===== config.mk =====
export PLATFORM = sky130hd
export DESIGN_NAME = program_loader
export DESIGN_NICKNAME = d
export VERILOG_FILES = /design/src/rtl/program_loader.sv
export SDC_FILE = /design/constraint.sdc
export NUM_CORES = 1
export LEC_CHECK = 0
export ABC_AREA = 1
export CORE_MARGIN = 1
export CORE_UTILIZATION = 41
export CTS_CLUSTER_SIZE = 40
export DETAILED_ROUTE_END_ITERATION = 8
export MAX_ROUTING_LAYER = met4
export PLACE_DENSITY_LB_ADDON = 0.08
export SLEW_MARGIN = 10
export SYNTH_ARGS = -nofsm -noshare
export SYNTH_HDL_FRONTEND = slang
export SYNTH_SLANG_ARGS = --single-unit

===== constraint.sdc =====
create_clock -name clock -period 3.7 [get_ports clock]
set_clock_uncertainty 0.2 [all_clocks]
set_input_delay 0.37 -clock clock [delete_from_list [all_inputs] [get_ports clock]]
set_output_delay 0.37 -clock clock [all_outputs]
set_load 0.005 [all_outputs]

===== src/rtl/program_loader.sv =====
// program_loader: packs a byte stream into {sel, inmA, inmB} instruction words and stores them in RAM.
// Define PROGRAM_LOADER_CHECKSUM_EN to require a trailing XOR checksum byte after the last word.
module program_loader #(
  parameter int DEPTH  = 64,
  parameter int WORD_W = 19
) (
  input  logic                       clock,
  input  logic                       reset_n,
  input  logic                       start,
  input  logic                       in_valid,
  output logic                       in_ready,
  input  logic [7:0]                 in_data,
  input  logic                       in_last,
  input  logic [$clog2(DEPTH)-1:0]   rd_addr,
  output logic [WORD_W-1:0]          rd_data,
  output logic                       loaded,
  output logic                       error,
  output logic [$clog2(DEPTH):0]     word_count
);

  localparam int AW = $clog2(DEPTH);
  localparam int CW = AW + 1;

  localparam logic [2:0] IDLE = 3'd0;
  localparam logic [2:0] B0   = 3'd1;
  localparam logic [2:0] B1   = 3'd2;
  localparam logic [2:0] B2   = 3'd3;
  localparam logic [2:0] DONE = 3'd5;
  localparam logic [2:0] ERR  = 3'd6;
`ifdef PROGRAM_LOADER_CHECKSUM_EN
  localparam logic [2:0] CSUM = 3'd4;
`endif

  logic [2:0]        state_reg, state_next;
  logic [2:0]        sel_reg, sel_next;
  logic [7:0]        inma_reg, inma_next;
  logic [CW-1:0]     count_reg, count_next;
  logic [CW-1:0]     count_inc;
  logic              accept;
  logic              wr_en;
  logic [WORD_W-1:0] wr_word;
  logic [WORD_W-1:0] mem [DEPTH];
`ifdef PROGRAM_LOADER_CHECKSUM_EN
  logic [7:0]        csum_reg, csum_next;
`endif

  always_comb begin
    in_ready = (state_reg == B0) || (state_reg == B1) || (state_reg == B2);
`ifdef PROGRAM_LOADER_CHECKSUM_EN
    if (state_reg == CSUM) in_ready = 1'b1;
`endif
  end

  assign accept     = in_valid & in_ready;
  assign count_inc  = count_reg + 1'b1;
  assign wr_word    = {sel_reg, inma_reg, in_data};
  assign loaded     = (state_reg == DONE);
  assign error      = (state_reg == ERR);
  assign word_count = count_reg;

  // start wins over a byte accepted in the same cycle; that byte is dropped
  always_comb begin
    state_next = state_reg;
    sel_next   = sel_reg;
    inma_next  = inma_reg;
    count_next = count_reg;
    wr_en      = 1'b0;
`ifdef PROGRAM_LOADER_CHECKSUM_EN
    csum_next  = csum_reg;
`endif
    if (start) begin
      state_next = B0;
      count_next = '0;
`ifdef PROGRAM_LOADER_CHECKSUM_EN
      csum_next  = '0;
`endif
    end else if (accept) begin
`ifdef PROGRAM_LOADER_CHECKSUM_EN
      csum_next = csum_reg ^ in_data;
`endif
      case (state_reg)
        B0: begin
          if ((in_data[7:3] != 5'd0) || in_last) begin
            state_next = ERR;
          end else begin
            sel_next   = in_data[2:0];
            state_next = B1;
          end
        end
        B1: begin
          if (in_last) begin
            state_next = ERR;
          end else begin
            inma_next  = in_data;
            state_next = B2;
          end
        end
        B2: begin
          wr_en      = 1'b1;
          count_next = count_inc;
          if (in_last) begin
`ifdef PROGRAM_LOADER_CHECKSUM_EN
            state_next = CSUM;
`else
            state_next = DONE;
`endif
          end else if (count_inc == CW'(DEPTH)) begin
            state_next = ERR;
          end else begin
            state_next = B0;
          end
        end
`ifdef PROGRAM_LOADER_CHECKSUM_EN
        CSUM: state_next = (in_data == csum_reg) ? DONE : ERR;
`endif
        default: ;
      endcase
    end
  end

  always_ff @(posedge clock or negedge reset_n) begin
    if (!reset_n) begin
      state_reg <= IDLE;
      sel_reg   <= '0;
      inma_reg  <= '0;
      count_reg <= '0;
`ifdef PROGRAM_LOADER_CHECKSUM_EN
      csum_reg  <= '0;
`endif
    end else begin
      state_reg <= state_next;
      sel_reg   <= sel_next;
      inma_reg  <= inma_next;
      count_reg <= count_next;
`ifdef PROGRAM_LOADER_CHECKSUM_EN
      csum_reg  <= csum_next;
`endif
    end
  end

  always_ff @(posedge clock) begin
    if (wr_en) mem[count_reg[AW-1:0]] <= wr_word;
  end

  // Registered, read-first port; addresses beyond the current load read as a no-op word
  always_ff @(posedge clock or negedge reset_n) begin
    if (!reset_n) begin
      rd_data <= '0;
    end else if ({1'b0, rd_addr} < count_reg) begin
      rd_data <= mem[rd_addr];
    end else begin
      rd_data <= '0;
    end
  end

endmodule

# [After elaboration in Yosys (flattened, before gate mapping)]
# Memories as Yosys holds them, arrays and structs flattened.
# Cells that the tools add are included.
[totals] word_cells=45 ram_bits=1216 n_memories=1 register_bits=40 output_inout_bits=29 inputBits=19
[memory_table] memory="mem" words=64 width=19 rd=1 rd_ports_with_merged_regs=0 write_ports=1 line="42" rtl="logic [WORD_W-1:0] mem [DEPTH];"
[op_classes] n_lt_le_gt_ge=1 add_sub_neg=1 n_reduce_logical=11 n_eq_ne=6 n_bitwise=4 muxes=16
[ops] operator="two-way mux 7 bit" n=3
[ops] operator="two-way mux 19 bit" n=1
[ops] operator="two-way mux 3 bit" n=6
[ops] operator="case mux 3 bit (3 select lines)" n=1
[ops] operator="AND reduction 4 bit" n=2
[ops] operator="adder 7 x 1 -> 7 bit, second input constant" n=1
[ops] operator="equality test 7 bit, second input constant" n=1
[ops] operator="< comparator 6 x 7 -> 1 bit" n=1
[ops] operator="equality test 3 x 2 -> 1 bit, second input constant" n=2
[ops] operator="equality test 3 bit, second input constant" n=2
[ops] operator="two-way mux 1 bit" n=5
[ops] operator="nonzero test 5 bit" n=1
[ops] operator="AND reduction 2 bit" n=2
[ops] operator="nonzero test 2 bit" n=2
[ops] operator="nonzero test 4 bit" n=1
[ops] operator="equality test 3 x 1 -> 1 bit, second input constant" n=1
[ops] operator="logical OR 1 bit" n=3
[ops] operator="NOT 1 bit" n=3
[ops] operator="bitwise AND 1 bit" n=1

# [Depth between registers and ports, before layout]
# Gate-level depths: netlist (run 1).
[depth] depth_word=8 mapped_depth=13 ltp_nobuf=12

# [Least setup slack after synthesis (run 1)]
# No wires, ideal clock.
[synth_path] kind="register -> register" startpoint="register state_reg[2]" endpoint="memory mem[15][0], enable pin" n_path_buf=0 arrival_time_ps=2128 setup_time_ps=395 setup_slack_ps=978 synth_period_minus_slack_ps=2722 required_ps=3105 stages_incl_launch_ff=8 cell_sequence="dfrtp_1 nor3_2 nand2_1 nor2_2 inv_2 nor2_4 nand3_1 nor2_1"
[synth_via] elab_chain_len=8 word_cells_on_any_way=11 classes_between="3 x eq/ne; 5 x mux; 1 x bitwise; 2 x reduce/logical"
[synth_lines] item="start: declaration" line="34" rtl="logic [2:0] state_reg, state_next;"
[synth_lines] item="start signal: assignment" line="131" rtl="state_reg <= state_next;"
[synth_lines] item="equality test 3 x 1 -> 1 bit / equality test 3 x 2 -> 1 bit (equally long branches)" line="48" rtl="in_ready = (state_reg == B0) || (state_reg == B1) || (state_reg == B2);"
[synth_lines] item="logical OR 1 bit (2 in series)" line="48"
[synth_lines] item="bitwise AND 1 bit" line="54" rtl="assign accept = in_valid & in_ready;"
[synth_lines] item="two-way mux 1 bit *" line="77" rtl="end else if (accept) begin"
[synth_lines] item="two-way mux 1 bit *" line="71" rtl="if (start) begin"
[synth_lines] item="two-way mux 1 bit *" line="142" rtl="if (wr_en) mem[count_reg[AW-1:0]] <= wr_word;"
[synth_lines] item="two-way mux 1 bit (not written as such) *" line="142"
[synth_lines] item="end: declaration" line="42"
# Mark *: on every way between the ends. The rest lies on a longest branch, timed or not.

# [Final worst setup path (run 1)]
[layout_path] startpoint="register state_reg[1]" endpoint="output port error"
[layout_via] elab_chain_len=1
[layout_lines] item="equality test 3 bit" line="58" rtl="assign error = (state_reg == ERR);"
[layout_lines] item="end: declaration" line="17" rtl="output logic error,"
# Every way passes these cells.

==> results of run 1 <==
==> cells by family after synthesis <==
| kind of cell | after synthesis |
|---|---|
| buffers and inverters | 296 |
| adders and majority gates | 7 |
| xor gates and xnor gates | 3 |
| muxes | 3 |
| DFF | 1256 |
| AOI/OAI and AO/OA | 47 |
| and+or+nand+nor | 2603 |
==> layout make-up <==
cell class | count | area, um2 | area share (%)
Antenna cell | 4 | 10.0 | 0.0172
Timing Repair Buffer | 226 | 2510 | 4.31
Clock inverter | 69 | 464 | 0.797
Sequential cell | 1256 | 37500 | 64.5
Tap cell | 1625 | 2030 | 3.49
Inverter | 29 | 130 | 0.223
Clock buffer | 174 | 3740 | 6.42
Multi-Input combinational cell | 2663 | 11800 | 20.3
==> through the flow <==
| step | instance area [um2] | utilization [%] | setup slack, ps | instances |
|---|---|---|---|---|
| after floorplan | 50600 | - | 978 | 4215 |
| after global placement | 53900 | 44.1 | 716 | 5792 |
| after detailed placement | 53900 | 44.1 | 746 | 5792 |
| after CTS | 58200 | 47.6 | 761 | 6042 |
| after global routing | 58200 | 47.6 | 686 | 6043 |
| final | 58200 | 47.6 | 742 | 6046 |
==> worst min path at each step <==
stage                                   end  cells after the start
floorplan           inma_reg[0]$_DFFE_PN0P_                      0
global placement      rd_data[10]$_DFF_PN0_                      1
detailed placement    rd_data[10]$_DFF_PN0_                      1
CTS                     mem[5][4]$_DFFE_PP_                      1
global route           mem[19][4]$_DFFE_PP_                      1
finish                  mem[6][4]$_DFFE_PP_                      1
==> synth_stat cells (all sizes together) <==
master  number  share of area (%)
a21oi       24               0.24
a31oi        1              0.012
buf        214                2.3
clkbuf      53               0.39
clkinv       2              0.015
dfrtp       40                2.0
edfxtp    1216                 72
ha           7               0.17
inv         27               0.20
mux2         3              0.067
nand2     1403                 10
nand3     1115                 11
nand4        3              0.049
nor2        77               0.61
nor3         3              0.040
nor4         1              0.012
o211ai       2              0.030
o21ai       14               0.14
o21bai       1              0.015
o22ai        4              0.049
o311ai       1              0.052
or2          1              0.012
xnor2        1              0.017
xor2         2              0.035
==> report_power, final <==
group	internal [W]	total (W)	leakage, nW	switching [W]
Combinational	0.000515	0.00213	6.98	0.00162
Clock	0.00741	0.0130	2.04	0.00558
Sequential	0.0158	0.0160	11.8	0.000209
Total	0.0237	0.0311	20.8	0.00740
==> metal layers <==
metal,part of all wire [%],up-vias
li1,-,15200
met1,45,16200
met2,47,1134
met3,6.3,189
met4,2.1,0
met5,0,-
==> repair_timing <==
item                                   4_1_cts  5_1_grt
setup endpoints to repair                    0        0
setup buffers                                0        0
hold buffers                                 7        0
gates resized for setup                      0        0
endpoints found under the hold margin       83        0
==> impl_metrics.yaml, run 1 <==
hold_path:
  hold_path.startpoint: "in_data[4]"
  min_path_type: "primary input to flip-flop"
clock_tree:
  cts_buffer_depth: 3
  clkLatencyLatePin_ps: 770
  number_of_h_tree_branching_levels: 4
  cts.clk_slew.worst_paths_ps: 70
  cts_tree: "built"
  clock_sinks: 1256
  tritoncts_buffers: 137
  root_buffer: "sky130_fd_sc_hd__clkbuf_16"
finish:
  flip_flop_count_of_the_largest_register_all_copies_and_words_added: 1216
  flow.area_growth_from_synthesis_pct: 15.0
  final_layout_size_suffix_gt1_share_pct: 10.5
  count_of_fill_cells_added_during_filler_insertion: 11000
  nets: 4339
  final_common_cell: "sky130_fd_sc_hd__nand2_1"
  final_cell_mix: "1403 x sky130_fd_sc_hd__nand2_1, 1216 x sky130_fd_sc_hd__edfxtp_1, 1112 x sky130_fd_sc_hd__nand3_1"
run_status:
  result_of_the_run: "finished clean"
synth:
  synth_top_family_by_area: "simple AND/OR/NAND/NOR gates"
  netlist_instances: 4215
  seq_area_frac_synth_pct: 74.1
  yosysUniqueCellTypes: 33
  yosys-mux-area-fraction_pct: 0.0667
  synthXorXnorAreaFrac_pct: 0.0519
  synth.ff_latch_count: 1256
  syn-cell-area_um2: 50600
  synth_area_per_cell_um2: 12.0
  synth-warning-count: 0
  yosys.area_share.adder_pct: 0.173
  synth_compound_gate_area_share_pct: 0.534
  synth.net_count: 4241
  synth_simple_gate_area_share_pct: 22.2
global_route:
  overflow: 0
  use_met3_pct: 3.71
  grt_pass1_vias: 31000
  grt_busiest_layer: "met2"
  grtUsageTotal_pct: 26.2
  grt_first_pass_wirelength_mm: 227
  globalRouteMet1Util_pct: 37.0
  grt_start_max_net_pins: 119
  grt.met2_usage_pct: 40.1
  grt_antenna_before_repair: 8
timing:
  timing.final.hold_violations: 0
  tightest_hold_margin_ps: 48.5
  report.final.slew_viol_count: 0
  slew-limit-headroom_pct: 24.7
  finalCritPeriodShare_pct: 79.9
  setup_viol_count_final: 0
  achievable-frequency_ghz: 0.338
  grt_setup_unrepaired: "false"
  total_neg_setup_slack_ps: 0
  worst_pin_slew_ps: 1130
  tmin_final_ps: 2960
placement:
  detailedPlacementHpwl_mm: 95.1
  finalWeightedCongestion: 0.880
  io_buffer_count: 47
worst_setup_path:
  crit-reg2reg-capture: "mem[0][8]$_DFFE_PP_"
  highest_net_fanout_along_the_worst_path: 4
  crit_path_end_kind: "primary output"
  crit_start: "state_reg[1]$_DFFE_PN0P_"
  critical_path_buf_inv_count: 2
  cp-endpoint: "error"
  timing.critical_path.max_delay_family: "buffers and inverters"
  critical_path_arrival_ps: 2390
  cp_max_stage_cell: "sky130_fd_sc_hd__clkdlybuf4s50_1"
  cp_slowest_stage_delay_ps: 620
  logic_depth_of_the_worst_register_to_register_path: 4
  timing.critical_path.from_type: "flip-flop"
  reg2reg_slack_ps: 890
  criticalPathCategory: "flip-flop to primary output"
  crit-reg2reg-launch: "word_count[3]$_DFFE_PN0P_"
  cp_cell_sequence: "inv_1 -> nor3_1 -> clkdlybuf4s50_1"
  required_time_of_the_critical_path_ps: 3130
  critical_path_depth: 3
floorplan:
  core_area_um2: 122000
  floorplan.die.height_um: 353
  die-area_um2: 125000
  die_width_um: 353
  top_level_ports: 48
  core.rowCount: 128
  starting_density_pct: 41.4
drt:
  first_pass_iters: 5
  detail-route-antenna-nets: 0
  drt-initial-drc-count: 3761
  routed-via-count: 32700
  detail_route.wirelength_mm: 159
  drt-vias-per-instance: 5.41
  detail_route.drc_violations: 0
  avgRoutedWirePerCell_um: 26.3
flow_run:
  max-cap-violations: 0
power_and_ir_drop:
  ir_drop_mv: 0.471
  p_per_area_nw_per_um2: 535
  leakage_nw: 20.8
  report.power.total_w: 0.0311
(Power assumes the default switching activity.)
==> run 2, diff against run 1 <==
clock period = 2.9 ns   (was 3.7 ns; I/O delays follow)
==> run 2 against run 1 <==
First-iteration DRC count down 3.2%. Flip-flop and latch count stayed put. Core utilization up 0.65 points. Register-to-register slack lost 660 ps. Largest cell class unchanged. Design area up 1.4%. Final cell count increased by 0.28%. Non-clock buffer count rose by 19. Clock-buffer cell count grew 6. Critical endpoint is now mem[35][7]$_DFFE_PP_. Die area unchanged. Global-route usage is 0.48 points lower.
==> impl_metrics.yaml, run 2 (synthesis gave the netlist of run 1 again) <==
run_status:
  result_of_the_run: "finished clean"
global_route:
  grt_busiest_layer: "met2"
  globalRouteMet1Util_pct: 36.7
  use_met3_pct: 3.57
  overflow: 0
  grt_start_max_net_pins: 105
  grt_first_pass_wirelength_mm: 224
  grt.met2_usage_pct: 39.1
  grtUsageTotal_pct: 25.7
  grt_antenna_before_repair: 8
  grt_pass1_vias: 30900
drt:
  detail-route-antenna-nets: 0
  first_pass_iters: 6
  routed-via-count: 32600
  detail_route.wirelength_mm: 156
  avgRoutedWirePerCell_um: 25.8
  drt-initial-drc-count: 3640
  detail_route.drc_violations: 0
  drt-vias-per-instance: 5.38
finish:
  flip_flop_count_of_the_largest_register_all_copies_and_words_added: 1216
  flow.area_growth_from_synthesis_pct: 16.6
  nets: 4359
  final_cell_mix: "1403 x sky130_fd_sc_hd__nand2_1, 1216 x sky130_fd_sc_hd__edfxtp_1, 1112 x sky130_fd_sc_hd__nand3_1"
  count_of_fill_cells_added_during_filler_insertion: 10900
  final_common_cell: "sky130_fd_sc_hd__nand2_1"
  final_layout_size_suffix_gt1_share_pct: 10.8
  final_design_area_no_fill_um2: 59000
worst_setup_path:
  cp_cell_sequence: "inv_2 -> nor3_2 -> nand2_1 -> nor2_2 -> inv_2 -> nor2_4 -> nand2_1 -> buf_4 -> nor2_2 -> buf_12"
  required_time_of_the_critical_path_ps: 3150
  cp-endpoint: "mem[35][7]$_DFFE_PP_"
  crit_start: "state_reg[0]$_DFFE_PN0P_"
  critical_path_arrival_ps: 2920
  criticalPathCategory: "flip-flop to flip-flop"
  timing.critical_path.from_type: "flip-flop"
  timing.critical_path.max_delay_family: "simple AND/OR/NAND/NOR gates"
  critical_path_depth: 10
  cp_max_stage_cell: "sky130_fd_sc_hd__dfrtp_1"
  logic_depth_of_the_worst_register_to_register_path: 10
  reg2reg_slack_ps: 230
  critical_path_buf_inv_count: 4
  cp_slowest_stage_delay_ps: 410
  crit-reg2reg-launch: "state_reg[0]$_DFFE_PN0P_"
  crit_path_end_kind: "flip-flop"
  crit-reg2reg-capture: "mem[35][7]$_DFFE_PP_"
  highest_net_fanout_along_the_worst_path: 19
flow_run:
  max-cap-violations: 0
clock_tree:
  postCtsSetupBuffers: 0
  clkLatencyLatePin_ps: 740
  tritoncts_buffers: 138
  cts.clk_slew.worst_paths_ps: 60
  cts_resized: 0
  cts_tree: "built"
  root_buffer: "sky130_fd_sc_hd__clkbuf_16"
  clock_sinks: 1256
  cts_buffer_depth: 3
  cts_hold_buf: 11
  number_of_h_tree_branching_levels: 4
timing:
  grt_setup_unrepaired: "false"
  tmin_final_ps: 2670
  setup_viol_count_final: 0
  finalWorstSetupSlack_ps: 230
  total_neg_setup_slack_ps: 0
  finalCritPeriodShare_pct: 92.1
  report.final.slew_viol_count: 0
  timing.final.hold_violations: 0
  achievable-frequency_ghz: 0.375
  tightest_hold_margin_ps: 103
  slew-limit-headroom_pct: 32.4
  worst_pin_slew_ps: 1010
floorplan:
  starting_density_pct: 41.4
  die-area_um2: 125000
  top_level_ports: 48
  core.rowCount: 128
  floorplan.die.height_um: 353
  die_width_um: 353
  core_area_um2: 122000
placement:
  pre_cts_setup_slack_ps: 107
  finalWeightedCongestion: 0.916
  place_area_um2: 54600
  io_buffer_count: 47
  detailedPlacementHpwl_mm: 96.2
hold_path:
  hold-path-cell-count: 7
  min_path_type: "primary input to flip-flop"
power_and_ir_drop:
  leakage_nw: 21.1
  p_per_area_nw_per_um2: 675
  ir_drop_mv: 0.585
  report.power.total_w: 0.0399
## run 2: cell types whose count changed in the layout (fill, tap and decap cells not counted), sizes merged
cell	change
clkinv	-5
inv	-1
dlygate4sd3	+5
clkinvlp	-5
bufinv	+3
buf	+14
clkbuf	+6
## run 2: worst register-to-register path, stage by stage (launching register included)
cell and delay, ps:
sky130_fd_sc_hd__dfrtp_1 410, sky130_fd_sc_hd__inv_2 80, sky130_fd_sc_hd__nor3_2 230, sky130_fd_sc_hd__nand2_1 120
sky130_fd_sc_hd__nor2_2 310, sky130_fd_sc_hd__inv_2 140, sky130_fd_sc_hd__nor2_4 150, sky130_fd_sc_hd__nand2_1 110
sky130_fd_sc_hd__buf_4 240, sky130_fd_sc_hd__nor2_2 190, sky130_fd_sc_hd__buf_12 190
## run 2: layout make-up
type / instances / area (um2) / share of cell area (%)
repair buffers: 245 / 3260 / 5.52
clock inverters: 61 / 503 / 0.852
diodes: 4 / 10.0 / 0.0170
multi-input cells: 2663 / 11800 / 20.0
well taps: 1625 / 2030 / 3.45
clock buffers: 180 / 3750 / 6.35
flip-flops and latches: 1256 / 37500 / 63.6
inverters: 29 / 130 / 0.220
## run 2: how the worst min path moves through the flow
stage               start                  endpoint  slack (ps)
2_1_floorplan     reset_n   inma_reg[0]$_DFFE_PN0P_        -210
3_3_place_gp      reset_n  state_reg[1]$_DFFE_PN0P_         190
3_5_place_dp      reset_n  state_reg[1]$_DFFE_PN0P_         200
4_1_cts        in_data[5]  state_reg[2]$_DFFE_PN0P_          70
5_1_grt        in_data[5]      mem[18][5]$_DFFE_PP_          90
6_report       rd_addr[2]      rd_data[7]$_DFF_PN0_         100
## run 2: routing by layer
metal,vias up,part of all wire (%),wire (um)
met3,182,6.1,9550
met4,0,2.0,3070
met1,16200,45,70700
li1,15200,-,-
met2,1057,47,73000
met5,-,0,0
## run 2: per-stage QoR
stage	util (%)	std cells
global route	48.3	6061
floorplan	-	4215
global placement	44.7	5807
finish	48.3	6063
CTS	48.3	6059
detailed placement	44.7	5807
## run 2: where the power goes
| part | switching, W | internal [W] |
|---|---|---|
| Clock | 0.00698 | 0.00970 |
| Combinational | 0.00214 | 0.000691 |
| Sequential | 0.000179 | 0.0202 |
| Total | 0.00930 | 0.0306 |
